### src/rtl/xls_add_tree_pipe.sv
// Pipelined unsigned adder tree: NUM_IN operands reduced pairwise through registered levels,
// with valid/ready flow control, optional saturation and an overflow flag.
module xls_add_tree_pipe #(
  parameter int unsigned WIDTH    = 32,
  parameter int unsigned NUM_IN   = 3,
  parameter int unsigned SATURATE = 0
) (
  input  logic                    clk,
  input  logic                    rst_n,
  input  logic [NUM_IN*WIDTH-1:0] in_data,
  input  logic                    in_valid,
  output logic                    in_ready,
  output logic [WIDTH-1:0]        out_data,
  output logic                    out_ovf,
  output logic                    out_valid,
  input  logic                    out_ready
);

  localparam int unsigned Levels = $clog2(NUM_IN);
  // Even lane count so the pair index 2j+1 never leaves the array.
  localparam int unsigned Lanes  = 2 * ((NUM_IN + 1) / 2);

  // Number of live operands held by stage lvl.
  function automatic int unsigned lane_cnt(input int unsigned lvl);
    return (NUM_IN + (32'd1 << lvl) - 32'd1) >> lvl;
  endfunction

  logic [Levels:0]  v_q, v_d, adv;
  logic [WIDTH-1:0] dat_q  [Levels+1][Lanes];
  logic             ovf_q  [Levels+1][Lanes];
  logic [WIDTH-1:0] nd_dat [Levels+1][Lanes];
  logic             nd_ovf [Levels+1][Lanes];

  // A stage can load if it, or any stage after it, is empty, or the output is popped.
  always_comb begin
    logic acc;
    acc = out_ready;
    adv = '0;
    for (int s = int'(Levels); s >= 0; s--) begin
      acc    = acc | ~v_q[s];
      adv[s] = acc;
    end
  end

  assign in_ready = adv[0];

  always_comb begin
    v_d    = v_q;
    v_d[0] = adv[0] ? in_valid : v_q[0];
    for (int s = 1; s <= int'(Levels); s++) begin
      if (adv[s]) begin
        v_d[s] = v_q[s-1];
      end
    end
  end

  always_comb begin
    logic [WIDTH:0] sum;
    sum = '0;
    for (int s = 0; s <= int'(Levels); s++) begin
      for (int j = 0; j < int'(Lanes); j++) begin
        nd_dat[s][j] = '0;
        nd_ovf[s][j] = 1'b0;
      end
    end
    for (int i = 0; i < int'(NUM_IN); i++) begin
      nd_dat[0][i] = in_data[i*WIDTH +: WIDTH];
    end
    for (int k = 1; k <= int'(Levels); k++) begin
      for (int j = 0; j < int'(Lanes / 2); j++) begin
        if (32'(2 * j + 1) < lane_cnt(32'(k - 1))) begin
          sum          = {1'b0, dat_q[k-1][2*j]} + {1'b0, dat_q[k-1][2*j+1]};
          nd_dat[k][j] = ((SATURATE != 0) && sum[WIDTH]) ? '1 : sum[WIDTH-1:0];
          nd_ovf[k][j] = ovf_q[k-1][2*j] | ovf_q[k-1][2*j+1] | sum[WIDTH];
        end else if (32'(2 * j) < lane_cnt(32'(k - 1))) begin
          // Odd last operand rides through unchanged.
          nd_dat[k][j] = dat_q[k-1][2*j];
          nd_ovf[k][j] = ovf_q[k-1][2*j];
        end
      end
    end
  end

  always_ff @(posedge clk or negedge rst_n) begin
    if (!rst_n) begin
      v_q <= '0;
      for (int s = 0; s <= int'(Levels); s++) begin
        for (int j = 0; j < int'(Lanes); j++) begin
          dat_q[s][j] <= '0;
          ovf_q[s][j] <= 1'b0;
        end
      end
    end else begin
      v_q <= v_d;
      if (in_valid && adv[0]) begin
        for (int j = 0; j < int'(Lanes); j++) begin
          dat_q[0][j] <= nd_dat[0][j];
          ovf_q[0][j] <= nd_ovf[0][j];
        end
      end
      for (int s = 1; s <= int'(Levels); s++) begin
        if (adv[s] && v_q[s-1]) begin
          for (int j = 0; j < int'(Lanes); j++) begin
            dat_q[s][j] <= nd_dat[s][j];
            ovf_q[s][j] <= nd_ovf[s][j];
          end
        end
      end
    end
  end

  assign out_valid = v_q[Levels];
  assign out_data  = dat_q[Levels][0];
  assign out_ovf   = ovf_q[Levels][0];

endmodule

### config.mk
export PLATFORM = sky130hd
export DESIGN_NAME = xls_add_tree_pipe
export DESIGN_NICKNAME = d
export VERILOG_FILES = /design/src/rtl/xls_add_tree_pipe.sv
export SDC_FILE = /design/constraint.sdc
export NUM_CORES = 1
export LEC_CHECK = 0
export BUFFER_PORTS_ARGS = -buffer_cell sky130_fd_sc_hd__buf_2
export CAP_MARGIN = 20
export CORE_ASPECT_RATIO = 2
export CORE_MARGIN = 5
export CORE_UTILIZATION = 63
export DETAILED_ROUTE_END_ITERATION = 10
export PLACE_DENSITY_LB_ADDON = 0.12
export SLEW_MARGIN = 0
export SYNTH_ARGS = -nofsm -noshare
export SYNTH_HDL_FRONTEND = slang
export SYNTH_SLANG_ARGS = --single-unit
### constraint.sdc
create_clock -name clk -period 4.9 [get_ports clk]
set_clock_uncertainty 0.2 [all_clocks]
set_input_delay 0.245 -clock clk [delete_from_list [all_inputs] [get_ports clk]]
set_output_delay 0.245 -clock clk [all_outputs]
set_load 0.005 [all_outputs]
## Yosys cells after proc, flatten, opt, wreduce, memory -nomap -nowiden

Index checks and enable logic that the tools add are counted.

| storage, ports and cells | value |
|---|---|
| register bits after elaboration | 197 |
| input port bits | 100 |

| cells by class | value |
|---|---|
| add/subtract/negate cells | 2 |
| bitwise operators | 7 |
| reductions and logical operators | 3 |

Operator list:

| operator | number |
|---|---|
| adder 32 x 32 -> 33 bit | 2 |
| OR 1 bit | 4 |
| logical AND 1 bit | 3 |
| inverter 1 bit | 3 |

## Depth between registers and ports, before layout

| depth | value |
|---|---|
| word-level depth | 5 |
| gate-level depth with buffers | 10 |
| gate-level depth less buffers | 10 |

## Worst setup path before layout

OpenSTA, ideal clock, no wires.

| timing path | value |
|---|---|
| path type | reg2reg |
| start point | register dat_q[320] (netlist name) |
| end point | register ovf_q[7] (netlist name) |
| library setup time | 137 ps |
| arrival | 2,571 ps |
| data required time | 4,563 ps |
| setup slack | 1,992 ps |
| stages on the path, launching flop included | 11 |
| path through | dfrtp_1 ha_1 fa_1 a211oi_1 o21ai_1 a221oi_2 a211oi_1 nor2_1 o21ai_1 a2111oi_0 nor3_1 |

| between the ends | value |
|---|---|
| longest elaborated chain between the ends | 1 |

RTL lines:

| item | line | RTL |
|---|---|---|
| start: declaration | 29 | `logic [WIDTH-1:0] dat_q [Levels+1][Lanes];` |
| start signal: indexed assignment | 97 | `dat_q[0][j] <= nd_dat[0][j];` |
| start signal: indexed assignment | 104 | `dat_q[s][j] <= nd_dat[s][j];` |
| adder 32 x 32 -> 33 bit | 72 | `sum = {1'b0, dat_q[k-1][2*j]} + {1'b0, dat_q[k-1][2*j+1]};` |
| end signal: indexed assignment | 98 | `ovf_q[0][j] <= nd_ovf[0][j];` |
| end signal: indexed assignment | 105 | `ovf_q[s][j] <= nd_ovf[s][j];` |
| end: declaration | 30 | `logic ovf_q [Levels+1][Lanes];` |

No other way between the ends.
A chain may end at the register's enable or synchronous reset.

## Final worst setup path

Same ends and word-level chain as after synthesis.

==> flow_metrics.py <==
metrics = {
    "clock_tree": {
        "cts_tree": "built",
        "cts_buffers": 17,
        "cts_buffer_depth": 2,
        "cts_sinks": 197,
        "ctsResizeCount": 0,
        "clk_pin_slew_ns": 0.08,
        "clock_latency_ns": 0.43,
        "h-tree-depth": 4,
        "cts-root-buf": "clkbuf_16",
    },
    "synth": {
        "syn_nets": 1229,
        "yosysMostFrequentCell": "nand2_1",
        "synth_cell_types": 70,
        "syn_inst": 1063,
        "ys_seq_area_share_pct": 46.0,
        "syn_area_mm2": 0.0107,
        "ys_top_cells_by_area": "dfrtp_1, mux2_2, ha_1, nand2_1, a21oi_1",
        "synthArstFlopShare_pct": 100,
        "yosysTopAreaCell": "dfrtp_1",
        "netlist.area_leader.share_pct": 46.0,
        "yosysWarnings": 0,
        "synth_top_flop_cell": "dfrtp_1",
        "avgSynthCellArea_um2": 10.1,
        "synth_edf_count": 0,
        "netlist_top_cells_count": "nand2_1, dfrtp_1, mux2_2",
        "synth-seq-cells": 197,
    },
    "grt": {
        "antenna_found_initial": 1,
        "grt-ovfl-total": 0,
        "grt_pass1_wl_um": 43000,
        "grt_pass1_vias": 8827,
        "gr-usage-all-layers_pct": 27.3,
        "grt_start_max_net_pins": 113,
    },
    "floorplanning": {
        "start_util_pct": 63.9,
        "ioPinCount": 135,
        "die_x_um": 102,
        "die_height_um": 194,
        "fp.coreArea_mm2": 0.0168,
        "dieArea_mm2": 0.0199,
        "num_rows": 67,
    },
    "route": {
        "drt_wl_total_um": 25900,
        "vias": 8426,
        "ant_nets": 0,
        "avgRoutedWirePerCell_um": 17.6,
        "drt_iter0_drc": 454,
        "dr.pass1.iters": 5,
        "via_per_inst": 5.72,
        "drc_errors": 0,
    },
    "sta": {
        "slew_headroom_pct": 36.1,
        "worstMarginPinSlew_ns": 0.956,
        "period_needed_ns": 3.40,
        "setup-violations-final": 0,
        "hold_ws_ns": 0.267,
        "fmax_mhz": 294,
        "rsz0062_at_grt": "no",
        "timing.final.ws_setup_ns": 1.50,
        "fin_tns_setup_ns": 0,
        "hold_violations": 0,
        "fin_crit_sh_pct": 69.3,
        "finalMaxSlewViolations": 0,
    },
    "power_and_ir_drop": {
        "vdd_drop_max_mv": 0.369,
        "leakage_nw": 6.02,
        "p_per_area_mw_per_mm2": 512,
        "p_total_mw": 6.62,
    },
    "worst_setup_path": {
        "cp_slowest_cell": "a2111oi_0",
        "crit_chain": "ha_1, fa_1, a211oi_1, o21ai_1, a221oi_2, a211oi_1, nor2_1, o21ai_1, a2111oi_0, nor3_1",
        "crit_arrival_ns": 3.50,
        "critPathRequiredTime_ns": 5.00,
        "critical_path.max_stage_delay_ns": 0.47,
        "critical_path.top_delay_family": "compound AO/OA/AOI/OAI gates",
        "crit_type": "reg2reg",
        "end_kind": "flop",
        "crit_buf_inv": 0,
        "r2r_cells": 10,
        "cp_num_cells": 10,
        "cp_max_fo": 4,
        "start_kind": "flop",
    },
    "layout": {
        "instances_no_fill": 1472,
        "design_area_mm2": 0.0129,
        "areaGrowthSynthToFinish_pct": 20.6,
        "final_util_pct": 77.0,
        "drive_gt1_share_pct": 22.3,
        "fin_nets": 1417,
    },
    "place": {
        "io_buffers": 134,
        "dp_slack_ns": 1.53,
        "placed_area_mm2": 0.0113,
        "dpl.cell_count": 1340,
        "hpwlAfterDp_um": 17700,
        "gp_congestion": 0.877,
    },
    "outcome": {
        "status": "finished, final reports clean",
    },
    "hold_path": {
        "min_path_type": "reg2reg",
        "whs_path_depth": 2,
    },
    "job": {
        "drv_cap": 0,
    },
}
## cell type report
cell class                 count  area (µm²)
timing repair buffer         240        1720
inverter                      19        71.3
fill                        1156        3850
antenna                        1        2.50
tap                          207         259
clock inverter                13         173
multi-input combinational    776        5330
clock buffer                  19         433
sequential                   197        4930
## layer usage
| metal | global-route usage, % | wire (µm) | vias up |
|---|---|---|---|
| li1 | - | - | 4106 |
| met2 | 48.2 | 14000 | 211 |
| met1 | 32.4 | 10000 | 4052 |
| met3 | 3.95 | 899 | 57 |
| met4 | 11.5 | 953 | 0 |
| met5 | 0 | 0 | - |
## registers in the layout, summed over array words and instances (netlist names)
name / count
out_data: 32
dat_q: 160
v_q: 3
ovf_q: 1
out_ovf: 1
## report_power, final
group          internal (mW)  leakage, nW  switching (mW)
Sequential              2.07         2.34           0.272
Combinational           1.25         3.39            1.58
Clock                  0.812        0.286           0.632
## repair_timing
action / in CTS / in global routing
hold buffers: 99 / 0
buffers inserted: 0 / 0
hold endpoints to repair: 209 / 0
## path summary, 6_finish.rpt
check                                            to  slack, ns              startpoint
max in group asynchronous    dat_q[381]$_DFFE_PN0P_       3.08                   rst_n
setup reg to reg               ovf_q[7]$_DFFE_PN0P_       1.50  dat_q[320]$_DFFE_PN0P_
hold / removal               dat_q[201]$_DFFE_PN0P_       0.27  dat_q[297]$_DFFE_PN0P_
min in group asynchronous  out_data[16]$_DFFE_PN0P_       0.29                   rst_n
setup / recovery               ovf_q[7]$_DFFE_PN0P_       1.50  dat_q[320]$_DFFE_PN0P_
hold reg to reg              dat_q[201]$_DFFE_PN0P_       0.27  dat_q[297]$_DFFE_PN0P_
## cell families (layout without fill, tap and decap cells)
group                    after synthesis  in the layout  share of synthesized area [%]
AO/OA/AOI/OAI                        248            248                           14.6
multiplexers                          99             99                           10.4
AND/OR/NAND/NOR                      319            319                           13.2
buffers and inverters                 90            291                           4.38
XOR/XNOR                              44             44                           3.60
adder cells (fa/ha/maj)               66             66                           7.85
flip-flops                           197            197                           46.0
other                                  0              1                              0
## worst reg2reg max path, cell delays in order, from the launching register on
cell and delay [ns]:
dfrtp_1 0.39, ha_1 0.23, fa_1 0.43, a211oi_1 0.40
o21ai_1 0.15, a221oi_2 0.43, a211oi_1 0.14, nor2_1 0.18
o21ai_1 0.12, a2111oi_0 0.47, nor3_1 0.11
## cell usage in the layout, fill, tap and decap left out, types with 4 or more instances in the layout
cell,n
clkbuf_16,17
o31ai_1,9
buf_4,7
a21o_1,21
xor2_1,20
nand2_1,195
nor2b_1,4
or4_1,4
a21oi_1,62
nand3_1,19
or3_1,6
nand4_1,6
o211ai_1,6
nor2_1,31
o21a_1,11
o21ai_0,54
a211oi_1,7
dfrtp_1,197
o21bai_1,10
xnor2_1,24
nand2b_1,11
buf_2,133
dlygate4sd3_1,99
a211o_1,4
nor3_1,16
mux2_2,97
o21ai_1,28
and2_1,5
inv_1,19
and3_1,4
ha_1,64
Power figures use the tool's default switching activity.
